$ cat config.mk
export PLATFORM = sky130hd
export DESIGN_NAME = alu_op_sequencer_flat
export DESIGN_NICKNAME = d
export VERILOG_FILES = /design/src/rtl/alu_op_sequencer_if.sv /design/src/rtl/alu_op_sequencer.sv /design/src/flat_wrapper.sv
export SDC_FILE = /design/constraint.sdc
export NUM_CORES = 1
export LEC_CHECK = 0
export CAP_MARGIN = 20
export CORE_MARGIN = 5
export CORE_UTILIZATION = 47
export CTS_CLUSTER_DIAMETER = 50
export DETAILED_ROUTE_END_ITERATION = 8
export PLACE_DENSITY = 0.89
export SLEW_MARGIN = 10
export SYNTH_ARGS = -nofsm -noshare
export SYNTH_HDL_FRONTEND = slang
export SYNTH_SLANG_ARGS = --single-unit
$ cat constraint.sdc
create_clock -name clk -period 3.7 [get_ports clk]
set_input_delay 0.74 -clock clk [delete_from_list [all_inputs] [get_ports clk]]
set_output_delay 0.74 -clock clk [all_outputs]
set_load 0.05 [all_outputs]
$ cat src/rtl/alu_op_sequencer_if.sv
// Request, result, ALU-control and status signals between the format-I sequencer and its surroundings.
// master = host/ALU side, slave = sequencer.
interface alu_op_sequencer_if #(
  parameter int SIZE = 16
);
  logic            req_valid;
  logic            req_ready;
  logic [3:0]      req_op;
  logic            req_bw;
  logic [SIZE-1:0] req_src;
  logic [SIZE-1:0] req_dst;
  logic [3:0]      req_rpt;
  logic            sr_ld;
  logic [3:0]      sr_in;
  logic [SIZE-1:0] alu_src;
  logic [SIZE-1:0] alu_dst;
  logic            alu_bw;
  logic            alu_cin;
  logic [5:0]      alu_fs;
  logic [SIZE-1:0] alu_out;
  logic [3:0]      alu_cvnz;
  logic            res_valid;
  logic            res_ready;
  logic [SIZE-1:0] res_data;
  logic            res_wr;
  logic            res_err;
  logic [3:0]      sr_cvnz;

  modport master (
    output req_valid, req_op, req_bw, req_src, req_dst, req_rpt, sr_ld, sr_in,
    output alu_out, alu_cvnz, res_ready,
    input  req_ready, alu_src, alu_dst, alu_bw, alu_cin, alu_fs,
    input  res_valid, res_data, res_wr, res_err, sr_cvnz
  );

  modport slave (
    input  req_valid, req_op, req_bw, req_src, req_dst, req_rpt, sr_ld, sr_in,
    input  alu_out, alu_cvnz, res_ready,
    output req_ready, alu_src, alu_dst, alu_bw, alu_cin, alu_fs,
    output res_valid, res_data, res_wr, res_err, sr_cvnz
  );
endinterface

$ cat src/rtl/alu_op_sequencer.sv
// Sequences the ALU for MSP430 format-I instructions: latches operands, runs 1-16 passes
// chaining result and carry, owns the CVNZ status bits and hands back the final result.
module alu_op_sequencer #(
  parameter int SIZE = 16
) (
  input logic               clk,
  input logic               rst_n,
  alu_op_sequencer_if.slave bus
);
  typedef enum logic [1:0] {IDLE, EXEC, DONE} state_t;

  state_t          state, state_nxt;
  logic [SIZE-1:0] src_reg, dst_reg;
  logic [3:0]      op_reg, cnt;
  logic            bw_reg, err_reg;
  logic            accept, req_illegal, res_taken;
  logic [5:0]      dec_fs;
  logic            dec_cin, dec_wr, dec_flags;

  assign accept      = (state == IDLE) && bus.req_valid;
  assign req_illegal = (bus.req_op < 4'h4) || (bus.req_op == 4'hA);
  assign res_taken   = bus.res_valid && bus.res_ready;

  // Cin for ADDC/SUBC comes from the live C bit, so each repeat sees the previous pass's carry.
  always_comb begin
    dec_fs    = 6'b000000;
    dec_cin   = 1'b0;
    dec_wr    = 1'b0;
    dec_flags = 1'b0;
    case (op_reg)
      4'h4: begin dec_fs = 6'b010000; dec_wr = 1'b1; end
      4'h5: begin dec_fs = 6'b000000; dec_wr = 1'b1; dec_flags = 1'b1; end
      4'h6: begin dec_fs = 6'b000001; dec_cin = bus.sr_cvnz[3]; dec_wr = 1'b1; dec_flags = 1'b1; end
      4'h7: begin dec_fs = 6'b000011; dec_cin = bus.sr_cvnz[3]; dec_wr = 1'b1; dec_flags = 1'b1; end
      4'h8: begin dec_fs = 6'b000010; dec_cin = 1'b1; dec_wr = 1'b1; dec_flags = 1'b1; end
      4'h9: begin dec_fs = 6'b000010; dec_cin = 1'b1; dec_flags = 1'b1; end
      4'hB: begin dec_fs = 6'b010001; dec_flags = 1'b1; end
      4'hC: begin dec_fs = 6'b010010; dec_wr = 1'b1; end
      4'hD: begin dec_fs = 6'b010011; dec_wr = 1'b1; end
      4'hE: begin dec_fs = 6'b010100; dec_wr = 1'b1; dec_flags = 1'b1; end
      4'hF: begin dec_fs = 6'b010001; dec_wr = 1'b1; dec_flags = 1'b1; end
      default: ;
    endcase
  end

  always_ff @(posedge clk or negedge rst_n) begin
    if (!rst_n) state <= IDLE;
    else        state <= state_nxt;
  end

  always_comb begin
    state_nxt = state;
    case (state)
      IDLE: if (accept) state_nxt = req_illegal ? DONE : EXEC;
      EXEC: if (cnt == 4'd0) state_nxt = DONE;
      DONE: if (res_taken) state_nxt = IDLE;
      default: state_nxt = IDLE;
    endcase
  end

  always_comb begin
    bus.req_ready = (state == IDLE);
    bus.alu_src   = '0;
    bus.alu_dst   = '0;
    bus.alu_bw    = 1'b0;
    bus.alu_cin   = 1'b0;
    bus.alu_fs    = 6'b000000;
    if (state == EXEC) begin
      bus.alu_src = src_reg;
      bus.alu_dst = dst_reg;
      bus.alu_bw  = bw_reg;
      bus.alu_cin = dec_cin;
      bus.alu_fs  = dec_fs;
    end
  end

  // An sr_ld coinciding with an accept lands before the first pass, so that pass uses the loaded C.
  always_ff @(posedge clk or negedge rst_n) begin
    if (!rst_n) begin
      src_reg     <= '0;
      dst_reg     <= '0;
      op_reg      <= 4'h0;
      bw_reg      <= 1'b0;
      err_reg     <= 1'b0;
      cnt         <= 4'h0;
      bus.sr_cvnz <= 4'h0;
    end else begin
      case (state)
        IDLE: begin
          if (bus.sr_ld) bus.sr_cvnz <= bus.sr_in;
          if (accept) begin
            src_reg <= bus.req_src;
            dst_reg <= bus.req_dst;
            op_reg  <= bus.req_op;
            bw_reg  <= bus.req_bw;
            cnt     <= bus.req_rpt;
            err_reg <= req_illegal;
          end
        end
        EXEC: begin
          if (dec_wr)       dst_reg     <= bus.alu_out;
          if (dec_flags)    bus.sr_cvnz <= bus.alu_cvnz;
          if (cnt != 4'd0)  cnt         <= cnt - 4'd1;
        end
        default: ;
      endcase
    end
  end

  // Result registers fill one cycle after entering DONE and clear once the consumer takes them.
  always_ff @(posedge clk or negedge rst_n) begin
    if (!rst_n) begin
      bus.res_valid <= 1'b0;
      bus.res_data  <= '0;
      bus.res_wr    <= 1'b0;
      bus.res_err   <= 1'b0;
    end else if ((state == DONE) && !res_taken) begin
      bus.res_valid <= 1'b1;
      bus.res_data  <= dst_reg;
      bus.res_wr    <= dec_wr && !err_reg;
      bus.res_err   <= err_reg;
    end else begin
      bus.res_valid <= 1'b0;
      bus.res_data  <= '0;
      bus.res_wr    <= 1'b0;
      bus.res_err   <= 1'b0;
    end
  end
endmodule

$ cat src/flat_wrapper.sv
// flat-port wrapper written by rule: the top's interface ports become plain ports
module alu_op_sequencer_flat 
#(
  parameter int SIZE = 16
)
  (clk, rst_n, bus_req_valid, bus_req_op, bus_req_bw, bus_req_src, bus_req_dst, bus_req_rpt, bus_sr_ld, bus_sr_in, bus_alu_out, bus_alu_cvnz, bus_res_ready, bus_req_ready, bus_alu_src, bus_alu_dst, bus_alu_bw, bus_alu_cin, bus_alu_fs, bus_res_valid, bus_res_data, bus_res_wr, bus_res_err, bus_sr_cvnz);
  alu_op_sequencer_if #(.SIZE(SIZE)) bus_i ();
  input logic clk;
  input logic rst_n;
  input wire logic [$bits(bus_i.req_valid)-1:0] bus_req_valid;
  input wire logic [$bits(bus_i.req_op)-1:0] bus_req_op;
  input wire logic [$bits(bus_i.req_bw)-1:0] bus_req_bw;
  input wire logic [$bits(bus_i.req_src)-1:0] bus_req_src;
  input wire logic [$bits(bus_i.req_dst)-1:0] bus_req_dst;
  input wire logic [$bits(bus_i.req_rpt)-1:0] bus_req_rpt;
  input wire logic [$bits(bus_i.sr_ld)-1:0] bus_sr_ld;
  input wire logic [$bits(bus_i.sr_in)-1:0] bus_sr_in;
  input wire logic [$bits(bus_i.alu_out)-1:0] bus_alu_out;
  input wire logic [$bits(bus_i.alu_cvnz)-1:0] bus_alu_cvnz;
  input wire logic [$bits(bus_i.res_ready)-1:0] bus_res_ready;
  output wire logic [$bits(bus_i.req_ready)-1:0] bus_req_ready;
  output wire logic [$bits(bus_i.alu_src)-1:0] bus_alu_src;
  output wire logic [$bits(bus_i.alu_dst)-1:0] bus_alu_dst;
  output wire logic [$bits(bus_i.alu_bw)-1:0] bus_alu_bw;
  output wire logic [$bits(bus_i.alu_cin)-1:0] bus_alu_cin;
  output wire logic [$bits(bus_i.alu_fs)-1:0] bus_alu_fs;
  output wire logic [$bits(bus_i.res_valid)-1:0] bus_res_valid;
  output wire logic [$bits(bus_i.res_data)-1:0] bus_res_data;
  output wire logic [$bits(bus_i.res_wr)-1:0] bus_res_wr;
  output wire logic [$bits(bus_i.res_err)-1:0] bus_res_err;
  output wire logic [$bits(bus_i.sr_cvnz)-1:0] bus_sr_cvnz;
  assign bus_i.req_valid = bus_req_valid;
  assign bus_i.req_op = bus_req_op;
  assign bus_i.req_bw = bus_req_bw;
  assign bus_i.req_src = bus_req_src;
  assign bus_i.req_dst = bus_req_dst;
  assign bus_i.req_rpt = bus_req_rpt;
  assign bus_i.sr_ld = bus_sr_ld;
  assign bus_i.sr_in = bus_sr_in;
  assign bus_i.alu_out = bus_alu_out;
  assign bus_i.alu_cvnz = bus_alu_cvnz;
  assign bus_i.res_ready = bus_res_ready;
  assign bus_req_ready = bus_i.req_ready;
  assign bus_alu_src = bus_i.alu_src;
  assign bus_alu_dst = bus_i.alu_dst;
  assign bus_alu_bw = bus_i.alu_bw;
  assign bus_alu_cin = bus_i.alu_cin;
  assign bus_alu_fs = bus_i.alu_fs;
  assign bus_res_valid = bus_i.res_valid;
  assign bus_res_data = bus_i.res_data;
  assign bus_res_wr = bus_i.res_wr;
  assign bus_res_err = bus_i.res_err;
  assign bus_sr_cvnz = bus_i.sr_cvnz;
  alu_op_sequencer #(.SIZE(SIZE)) u_core (.clk(clk), .rst_n(rst_n), .bus(bus_i));
endmodule
==> results.toml <==
[run_status]
status = "complete, no violations"

[sta]
tightest_slew_ns = 0.867
fin_crit_ns = 3.40
layout_worst_path_cycle_share_pct = 91.8
drv_slew = 0
skew_ns = 0.0119
relSlewSlack_pct = 42.0
rsz0062_at_grt = "false"
timing.setup.tns_ns = 0
fmax_mhz = 295
worst_slack_ns = 0.305
setup-violations-final = 0
hold_viol = 0

[run]
maxCapViolCount = 0

[power_and_ir_drop]
power_density_nw_per_um2 = 906
p_leak_uw = 0.00225
power_uw = 4380
ir_drop_mv = 0.452

[routing]
routed_wirelength_mm = 8.71
wl_per_cell_microns = 15.2
drt-pass1-iter-count = 4
drc_errors = 0
vias_per_cell = 4.83
dr.first_iter.drc_count = 125
antenna_left = 0
vias = 2777

[clock_network]
hold_buffers = 0
clockBufferDepth = 2
h-tree-depth = 3
cts_buffers = 9
clock_sinks = 67
cts-root-buf = "clkbuf_8"
clk_latency_ns = 0.33
cts_setup_buffers = 0
cts_tree = "built"
cts_resized = 0
path_clk_slew_ns = 0.06

[final_layout]
synthToLayoutAreaGrowth_pct = 47.3
nets = 547
drive_above_1_share_pct = 10.2
diodes = 0
fin_util_pct = 71.2

[worst_setup_path]
end_kind = "output pin"
crit_fanout = 29
critPathTopFamily = "buffers and inverters"
critPathRequiredTime_ns = 2.96
slowest_stage = "clkdlybuf4s50_1"
max_stage_delay_ns = 0.80
cp_num_buf_inv = 2
cp.arrival_ns = 2.66
crit_chain = "nor2b_4 > buf_4 > and2_1 > clkdlybuf4s50_1"
path_class = "reg2out"
critPathLaunchType = "register"

[placement]
dp_hpwl_mm = 6.62
routabilityCongestion = 0.829
dp_worst_setup_slack_ns = 0.649
port_buffers = 131

[synth]
synth_ff_type = "dfrtp_1"
ys_warn_count = 0
ys_ff_latch = 67
synth-edff-count = 0
netlist_instances = 347
synth-async-reset-ratio_pct = 100
syn_area_sq_um = 3280
synthDistinctLibCells = 42
avgSynthCellArea_sq_um = 9.46
seq_area_frac_synth_pct = 51.1

[global_routing]
grt_pass1_vias = 2816
grt_max_degree = 39
grt_pass1_wl_mm = 13.7
grt_overflow = 0
grt.total_usage_pct = 19.9
antenna_found_initial = 0

[die]
core_sq_um = 6790
initial_core_util_pct = 48.3
die_area_sq_um = 8760
row_count = 30
io_pins = 134
die_x_microns = 93.6
die_h_microns = 93.6

[hold_path]
worstHoldPathType = "reg2reg"
## cell families after synthesis
group | count (synthesis) | share of synthesized area (%)
multiplexers | 20 | 8.46
flip-flops | 67 | 51.1
other | 1 | 0.114
adder cells (fa/ha/maj) | 1 | 0.381
AO/OA/AOI/OAI | 27 | 6.33
AND/OR/NAND/NOR | 207 | 29.5
buffers and inverters | 24 | 4.15
## layer usage
layer | part of all wire (%) | vias up | GRT usage, %
met1 | 39 | 1335 | 23.4
met4 | 1.1 | 0 | 6.62
met2 | 54 | 76 | 36.5
met3 | 5.2 | 10 | 3.62
li1 | - | 1356 | -
met5 | 0 | - | 0
## through the flow
step                      hold WS, ns  instances  instance area [sq um]
after CTS                       0.464        575                   4830
after global routing            0.490        575                   4830
final                           0.456        575                   4830
after detailed placement        0.452        561                   4650
after global placement          0.449        561                   4650
after floorplan                 0.423        348                   3290
## path summary, 6_finish.rpt
check / endpoint / slack, ns / cells past startpoint / startpoint
max in group asynchronous: u_core.cnt[2]$_DFFE_PN0P_ / 2.44 / 2 / rst_n
min in group asynchronous: u_core.bus.sr_cvnz[3]$_DFFE_PN0P_ / 0.51 / 1 / rst_n
worst max register to register: u_core.dst_reg[3]$_DFFE_PN0P_ / 1.30 / 4 / u_core.state[1]$_DFFE_PN0P_
worst max-delay path: bus_alu_src[15] / 0.30 / 4 / u_core.state[0]$_DFFE_PN0P_
worst min register to register: u_core.bus.res_wr$_DFF_PN0_ / 0.46 / 1 / u_core.err_reg$_DFFE_PN0P_
worst min-delay path: u_core.bus.res_wr$_DFF_PN0_ / 0.46 / 1 / u_core.err_reg$_DFFE_PN0P_
## placed cells by master, fill, tap and decap left out, types with 4 or more instances in the layout
| cell type | n |
|---|---|
| and2_1 | 52 |
| a21oi_1 | 8 |
| nand3_1 | 6 |
| clkbuf_8 | 10 |
| mux2_2 | 4 |
| o21ai_0 | 5 |
| mux2_4 | 14 |
| dfrtp_1 | 67 |
| buf_4 | 7 |
| clkdlybuf4s50_1 | 130 |
| nand2_1 | 128 |
| nor2_1 | 6 |
## cell usage after synthesis (all sizes together), types with 2 or more instances
| library cell | count | area share (%) |
|---|---|---|
| nor2 | 7 | 0.88 |
| a21oi | 9 | 1.5 |
| nand3 | 6 | 0.91 |
| o21ai | 6 | 1.3 |
| nand2b | 4 | 0.84 |
| mux2 | 20 | 8.5 |
| nand2 | 128 | 15 |
| buf | 11 | 2.7 |
| clkbuf | 10 | 1.1 |
| and2 | 52 | 9.9 |
| a211oi | 2 | 0.84 |
| dfrtp | 67 | 51 |
| nor2b | 3 | 0.57 |
| nor3 | 2 | 0.46 |
| o211ai | 2 | 0.46 |
| inv | 3 | 0.34 |
## power breakdown
part / switching, uW / internal [uW]
logic: 1540 / 1000
registers: 226 / 1040
clock network: 247 / 320
total: 2020 / 2360
## area by class of cell
class                   count  area, sq um
well taps                  96          120
inverters                   3         11.3
flip-flops and latches     67         1680
repair buffers            138         1360
clock buffers              11          141
multi-input cells         257         1490
fillers                   512         1960
clock inverters             3         40.0
No activity file was read; power rests on OpenSTA's default activity.
